[src/rtl/fp_mul_pkg.sv]
// fp_mul_pkg: shared binary32 constants, operand layout and operand classes
package fp_mul_pkg;
    localparam int EXP_W  = 8;
    localparam int FRAC_W = 23;
    localparam int BIAS   = 127;
    localparam int EXP_MAX = 255;
    localparam logic [31:0] QNAN = 32'h7FC00000;
    typedef struct packed {
        logic              sign;
        logic [EXP_W-1:0]  exp;
        logic [FRAC_W-1:0] frac;
    } fp32_t;
    typedef enum logic [1:0] {ZERO, NORMAL, INF, NAN} fp_class_e;
endpackage

[src/rtl/fp_mul_classify.sv]
// fp_mul_classify: decode one binary32 operand into class and 24-bit significand
// Subnormals classify as ZERO (denormals-are-zero).
module fp_mul_classify
    import fp_mul_pkg::*;
(
    input  logic [31:0] op_i,
    output fp_class_e   cls_o,
    output logic [23:0] sig_o
);
    fp32_t op;
    assign op    = op_i;
    assign cls_o = (op.exp == 8'hFF) ? ((op.frac != '0) ? NAN : INF) :
                   (op.exp == 8'h00) ? ZERO : NORMAL;
    assign sig_o = {1'b1, op.frac};
endmodule

[src/rtl/fp_multiplier.sv]
// fp_multiplier: pipelined binary32 multiplier, RNE rounding, FTZ/DAZ, canonical NaN.
// Define FP_MUL_PIPE2_EN to register after the mantissa multiply (latency 2).
module fp_multiplier
    import fp_mul_pkg::*;
(
    input  logic        clk,
    input  logic        nreset,
    input  logic [31:0] A,
    input  logic [31:0] B,
    output logic [31:0] mul_result
);
    fp32_t a, b;
    fp_class_e ca, cb, p_ca, p_cb;
    logic [23:0] sig_a, sig_b;
    logic [47:0] prod, p_prod;
    logic signed [9:0] esum, p_esum;
    logic sign, p_sign;
    assign a = A;
    assign b = B;
    fp_mul_classify u_cls_a (.op_i(A), .cls_o(ca), .sig_o(sig_a));
    fp_mul_classify u_cls_b (.op_i(B), .cls_o(cb), .sig_o(sig_b));
    assign sign = a.sign ^ b.sign;
    assign prod = sig_a * sig_b;
    assign esum = $signed({2'b00, a.exp}) + $signed({2'b00, b.exp}) - 10'sd127;
`ifdef FP_MUL_PIPE2_EN
    fp_class_e ca_q, cb_q;
    logic [47:0] prod_q;
    logic signed [9:0] esum_q;
    logic sign_q;
    always_ff @(posedge clk) begin
        if (nreset) begin
            ca_q   <= ZERO;
            cb_q   <= ZERO;
            prod_q <= '0;
            esum_q <= '0;
            sign_q <= 1'b0;
        end else begin
            ca_q   <= ca;
            cb_q   <= cb;
            prod_q <= prod;
            esum_q <= esum;
            sign_q <= sign;
        end
    end
    assign p_ca = ca_q;
    assign p_cb = cb_q;
    assign p_prod = prod_q;
    assign p_esum = esum_q;
    assign p_sign = sign_q;
`else
    assign p_ca = ca;
    assign p_cb = cb;
    assign p_prod = prod;
    assign p_esum = esum;
    assign p_sign = sign;
`endif
    // Normalise so the leading one is dropped and guard/round/sticky sit below the kept LSB
    logic [22:0] mant;
    logic g, r, s, up;
    logic [23:0] mant_r;
    logic signed [9:0] e_n, e_r;
    logic [31:0] normal_res, res_d;
    assign mant = p_prod[47] ? p_prod[46:24] : p_prod[45:23];
    assign g    = p_prod[47] ? p_prod[23] : p_prod[22];
    assign r    = p_prod[47] ? p_prod[22] : p_prod[21];
    assign s    = p_prod[47] ? |p_prod[21:0] : |p_prod[20:0];
    assign up   = g & (r | s | mant[0]);
    assign mant_r = {1'b0, mant} + {23'd0, up};
    assign e_n  = p_esum + $signed({9'd0, p_prod[47]});
    assign e_r  = e_n + $signed({9'd0, mant_r[23]});
    assign normal_res = (e_r >= 10'sd255) ? {p_sign, 8'hFF, 23'd0} :
                        (e_r <= 10'sd0)   ? {p_sign, 31'd0} :
                                            {p_sign, e_r[7:0], mant_r[22:0]};
    assign res_d = (p_ca == NAN || p_cb == NAN)                           ? QNAN :
                   ((p_ca == INF && p_cb == ZERO) || (p_ca == ZERO && p_cb == INF)) ? QNAN :
                   (p_ca == INF || p_cb == INF)                           ? {p_sign, 8'hFF, 23'd0} :
                   (p_ca == ZERO || p_cb == ZERO)                         ? {p_sign, 31'd0} :
                                                                            normal_res;
    always_ff @(posedge clk) begin
        if (nreset) mul_result <= '0;
        else        mul_result <= res_d;
    end
endmodule

[config.mk]
export PLATFORM = sky130hd
export DESIGN_NAME = fp_multiplier
export DESIGN_NICKNAME = d
export VERILOG_FILES = /design/src/rtl/fp_mul_pkg.sv /design/src/rtl/fp_mul_classify.sv /design/src/rtl/fp_multiplier.sv
export SDC_FILE = /design/constraint.sdc
export NUM_CORES = 2
export LEC_CHECK = 0
export ABC_CLOCK_PERIOD_IN_PS = 21700
export CAP_MARGIN = 20
export CORE_ASPECT_RATIO = 0.6
export CORE_MARGIN = 1.5
export CORE_UTILIZATION = 35
export DETAILED_ROUTE_END_ITERATION = 16
export HOLD_SLACK_MARGIN = 0.03
export PLACE_DENSITY_LB_ADDON = 0.3
export SKIP_LAST_GASP = 1
export SLEW_MARGIN = 5
export SYNTH_ARGS = -nofsm -noshare
export SYNTH_HDL_FRONTEND = slang
export SYNTH_SLANG_ARGS = --single-unit
[constraint.sdc]
create_clock -name clk -period 21.7 [get_ports clk]
set_input_delay 6.51 -clock clk [delete_from_list [all_inputs] [get_ports clk]]
set_output_delay 6.51 -clock clk [all_outputs]
set_load 0.02 [all_outputs]
=== Word-level counts from Yosys, hierarchy flattened ===
Index checks and enable logic that the tools add are counted.

* Add/subtract/negate cells: 5
* Div/mod/pow operators: 0
* Equal/unequal tests: 6
* Reductions and logical operators: 16
* Shifts and indexed selects: 0
* Multipliers: 1
* Bitwise gates (word level): 4
* $lt $le $gt $ge: 2
* Mux-type cells: 16

{| class="wikitable"
|+ Operators by type and width
! operator !! number
|-
| 31-bit 2-to-1 mux || 6
|-
| 24-bit by 24-bit multiplier with 48-bit output || 1
|-
| 23-bit nonzero test || 2
|-
| 23-bit by 1-bit adder with 24-bit output || 1
|-
| 23-bit 2-to-1 mux || 1
|-
| 22-bit OR reduction || 1
|-
| 21-bit OR reduction || 1
|-
| 10-bit by 2-bit adder with 10-bit output || 2
|-
| 8-bit == test (second input constant) || 2
|-
| 8-bit logical NOT || 2
|-
| 10-bit by 9-bit >= comparator with 1-bit output (second input constant) || 1
|-
| 10-bit by 1-bit less-or-equal comparator with 1-bit output (second input constant) || 1
|-
| 9-bit by 7-bit subtractor with 10-bit output (second input constant) || 1
|-
| 8-bit by 8-bit adder with 9-bit output || 1
|-
| 2-bit == test (second input constant) || 4
|-
| 1-bit 2-to-1 mux || 7
|-
| 7-bit OR reduction || 1
|-
| 2-bit logical NOT || 2
|-
| 1-bit logical OR || 4
|-
| 2-bit 2-to-1 mux || 2
|-
| 3-bit OR reduction || 1
|-
| 1-bit logical AND || 2
|-
| 1-bit OR || 2
|-
| 1-bit bitwise AND || 1
|-
| 1-bit bitwise XOR || 1
|}

* Memories kept: 0
* Bits in writable memories: 0
* Output and inout bits: 32
* Bits in latches: 0
* Flip-flop bits (word level): 32
* Bits in read-only memories: 0

=== Longest topological paths before layout ===
* Word-level depth: 15
* Mapped depth: 44

=== Hierarchy ===
From an unflattened synthesis, not the netlist that was laid out.

* Cells, all modules: 2627
* Area total of the unflattened synthesis: 22550.4 sq um

{| class="wikitable"
|+ By module, submodules not included
! module !! times used !! cells each !! sequential area each (sq um) !! area each (sq um)
|-
| fp_multiplier || 1 || 2549 || 640.6 || 21989.8
|-
| fp_mul_classify || 2 || 39 || 0.0 || 280.3
|}

=== Worst setup path after synthesis ===
No wires, ideal clock.

* Path kind: input port to flip-flop
* From: input port B[12]
* To: register mul_result[16]
* Setup slack: 5.140 ns
* Required time: 21.583 ns
* Setup time: 0.117 ns
* Cell stages on the path: 40
* Buffers on the path: 6
* Arrival: 16.442 ns
* Path through: clkbuf_1 -> clkbuf_1 -> nand2_1 -> fa_1 -> inv_1 -> fa_1 -> inv_1 -> fa_1 -> inv_1 -> fa_1 -> fa_1 -> fa_1 -> inv_1 -> fa_1 -> inv_1 -> ha_1 -> clkbuf_1 -> a21oi_1 -> [4 not listed] -> buf_6 -> or4_1 -> nand3_1 -> nor3_1 -> fa_1 -> fa_1 -> a21o_1 -> a21oi_1 -> xnor2_1 -> or4_1 -> or3_1 -> nor4_1 -> or4_1 -> clkbuf_1 -> clkbuf_1 -> nor2_1 -> mux2i_1 -> nand2_1

* Word-level cells in the longest chain between the ends: 10

{| class="wikitable"
|+ RTL lines
! item !! RTL line !! source
|-
| from (decl) || fp_multiplier.sv:9 || <nowiki>input logic [31:0] B,</nowiki>
|-
| 24-bit by 24-bit multiplier with 48-bit output || fp_multiplier.sv:23 || <nowiki>assign prod = sig_a * sig_b;</nowiki>
|-
| 22-bit OR reduction or 21-bit OR reduction (tied branches) || fp_multiplier.sv:66 || <nowiki>assign s = p_prod[47] ? |p_prod[21:0] : |p_prod[20:0];</nowiki>
|-
| 1-bit 2-to-1 mux || fp_multiplier.sv:66 ||
|-
| 1-bit OR (2 in series) || fp_multiplier.sv:67 || <nowiki>assign up = g & (r | s | mant[0]);</nowiki>
|-
| 1-bit bitwise AND || fp_multiplier.sv:67 ||
|-
| 23-bit by 1-bit adder with 24-bit output || fp_multiplier.sv:68 || <nowiki>assign mant_r = {1'b0, mant} + {23'd0, up};</nowiki>
|-
| 10-bit by 2-bit adder with 10-bit output || fp_multiplier.sv:70 || <nowiki>assign e_r = e_n + $signed({9'd0, mant_r[23]});</nowiki>
|-
| 10-bit by 9-bit >= comparator with 1-bit output or 10-bit by 1-bit less-or-equal comparator with 1-bit output (tied branches) || fp_multiplier.sv:71, fp_multiplier.sv:72 ||
|-
| 7-bit OR reduction (no line) || n/a ||
|-
| to (signal assigned) || fp_multiplier.sv:81 || <nowiki>else mul_result <= res_d;</nowiki>
|-
| to (decl) || fp_multiplier.sv:10 || <nowiki>output logic [31:0] mul_result</nowiki>
|}

Parallel ways exist; a longest one is shown, timed or not.
A chain may end at the register's enable or synchronous reset.

=== Final worst setup path ===
* From: input port B[8]
* To: register mul_result[3]

The elaborated chain is that of the path after synthesis.

==> metrics.yaml <==
core_um2: 62500
cts.sinks: 32
grt_usage_pct: 22.7
met1_usage_pct: 35.6
grt.overflow.total: 0
ios: 98
synth_cell_types: 93
root_buffer: "clkbuf_16"
met2_usage_pct: 30.2
via_per_inst: 5.16
grt_pass1_vias: 18522
setup_tns_ns: 0
hold_buffers: 0
place_area_um2: 23900
min_path_type: "in -> reg"
finalSetupViolations: 0
drv_slew: 0
synth_area_um2: 22100
period_needed_ns: 18.84
grt_use_met3_pct: 7.30
syn_inst: 2589
drt_first_pass_iters: 6
endpoint_kind: "flip-flop"
gp_congestion: 0.964
io_buffers: 97
clk_pin_slew_ns: 0.06
cts_inserted_buffers: 5
outcome: "completed"
yosys_register_bits: 32
hold_viol: 0
biggestRegsByFlops: "mul_result: 32 flops"
cp.required_ns: 21.85
die_h_um: 198
critPathMaxFanout: 31
async_flop_share_pct: 0
finalCritPeriodShare_pct: 86.8
grt_antenna_before_repair: 0
cp.arrival_ns: 19.00
post_cts_buffers: 0
cts_resized: 0
grt_max_degree: 32
tightest_slew_ns: 1.14
drive_gt1_share_pct: 3.44
drt_iter0_markers: 1516
num_vias: 17836
worst_path_largest_cell_delay_ns: 0.94
largest_reg_flops: 32
cp_common_cell: "fa_1"
slowest_stage: "or4_1"
start_util_pct: 35.4
seq_area_frac_synth_pct: 2.90
maxSlewHeadroom_pct: 23.6
max_freq_mhz: 53.1
grt_pass1_wl_mm: 112
drc: 0
avgSynthCellArea_um2: 8.55
clockBufferDepth: 2
floorplan.die_area_um2: 64800
hp-start: "A[31]"
routedWlPerCell_um: 20.6
grt.busiest_layer: "met1"
dp_hpwl_mm: 57.4
grt_setup_unrepaired: "no"
n_antenna_cell: 0
area_delta_synth_final_pct: 8.85
cp-start-kind: "input pin"
maxCapViolations: 0
regMostFlops: "mul_result"
syn_nets: 3327
htreeDepth: 2
yosys_warnings: 0
detail-route-antenna-nets: 0
fin_nets: 3356
drt-total-wl_mm: 71.1
whs_endpoint: "mul_result[31]$_SDFF_PP0_"
synthFlopType: "dfxtp_1"
rows: 71
synth_edf_count: 0
cts_tree: "done"
whs_path_depth: 3
critical_path_class: "in -> reg"
die_w_um: 328
fin_area_um2: 24100
## worst max-delay path: cells and delay by family
| kind | cells | cell delay, ns |
|---|---|---|
| xor gates and xnor gates | 1 | 0.34 |
| and+or+nand+nor | 7 | 2.65 |
| adders and majority gates | 10 | 4.49 |
| AOI/OAI and AO/OA | 12 | 3.20 |
| buffers and inverters | 8 | 1.74 |
## kinds of logic after synthesis
| group | share of synthesized area [%] |
|---|---|
| buffers and inverters | 12.5 |
| multiplexers | 0.520 |
| XOR/XNOR | 1.89 |
| flip-flops | 2.90 |
| AO/OA/AOI/OAI | 8.85 |
| adder cells (fa/ha/maj) | 54.4 |
| AND/OR/NAND/NOR | 18.9 |
## worst max path at each step
stage                     startpoint                   endpoint  slack [ns]
after floorplan                B[12]  mul_result[16]$_SDFF_PP0_        5.14
after global placement          B[0]   mul_result[3]$_SDFF_PP0_        2.92
after detailed placement        B[0]   mul_result[3]$_SDFF_PP0_        2.75
after CTS                       B[0]   mul_result[3]$_SDFF_PP0_        2.98
after global routing            B[8]   mul_result[3]$_SDFF_PP0_        2.04
final                           B[8]   mul_result[3]$_SDFF_PP0_        2.86
## stage by stage
stage | std cells | hold slack [ns] | worst slack (ns) | utilization (%)
after floorplan | 2589 | 6.69 | 5.14 | -
after global placement | 3450 | 7.17 | 2.92 | 38.3
after detailed placement | 3450 | 7.16 | 2.75 | 38.3
after CTS | 3458 | 6.87 | 2.98 | 38.5
after global routing | 3458 | 6.88 | 2.04 | 38.5
final | 3458 | 6.87 | 2.86 | 38.5
## cell usage in the layout, fill, tap and decap left out, types with 9 or more instances in the layout
cell / instances
a211oi_1: 16
a21o_1: 26
a21oi_1: 79
a31oi_1: 10
and2_1: 249
buf_4: 39
clkdlybuf4s50_1: 97
dfxtp_1: 32
fa_1: 484
ha_1: 188
inv_1: 597
nand2_1: 325
nand2b_1: 11
nand3_1: 20
nand4_1: 23
nor2_1: 92
nor3_1: 30
nor4_1: 22
o211ai_1: 14
o21a_1: 14
o21ai_0: 42
o21bai_1: 12
or2_2: 9
or3_1: 9
xnor2_1: 31
xor2_1: 15
## area by class of cell
cell class	count	area [um2]
inverter	600	2250
clock inverter	3	23.8
tap	839	1050
fill	6352	38500
sequential	32	641
clock buffer	5	125
timing repair buffer	136	1260
multi-input combinational	1843	18700
## synthesized netlist by cell type (all sizes together), types with 4 or more instances
library cell    n  area [um2]
nor2b           6        37.5
buf            11        68.8
dfxtp          32         641
a221oi          4        35.0
a211oi         18         145
a2111oi         5        81.3
nand2         326        1230
nand2b         11        68.8
nor3           31         160
nor3b           5        48.8
fa            484        9690
o21ai          46         234
a21boi          4        30.0
o31ai           4        30.0
nand3          20         100
o2111ai         8        76.3
o211ai         14         105
xor2           16         148
nand4          23         144
or4             5        37.5
mux2i           8        92.6
a31oi          10        62.6
ha            188        2350
o21bai         12        90.1
or2             9        56.3
clkbuf        101         410
xnor2          31         272
o21a           14         105
inv           597        2240
or3            11        71.3
nor2           92         345
a21o           28         213
nor4           24         171
and2          249        1560
and3           10        66.3
a21oi          79         395
a31o            4        35.0
## layer usage
metal,up-vias,wire length [um]
met5,-,0
met4,0,873
met3,62,8820
met2,811,27100
met1,8998,34300
li1,7965,-
Power is not shown: default switching activity piles up to over one toggle a cycle in this logic, so the estimate is an artifact.
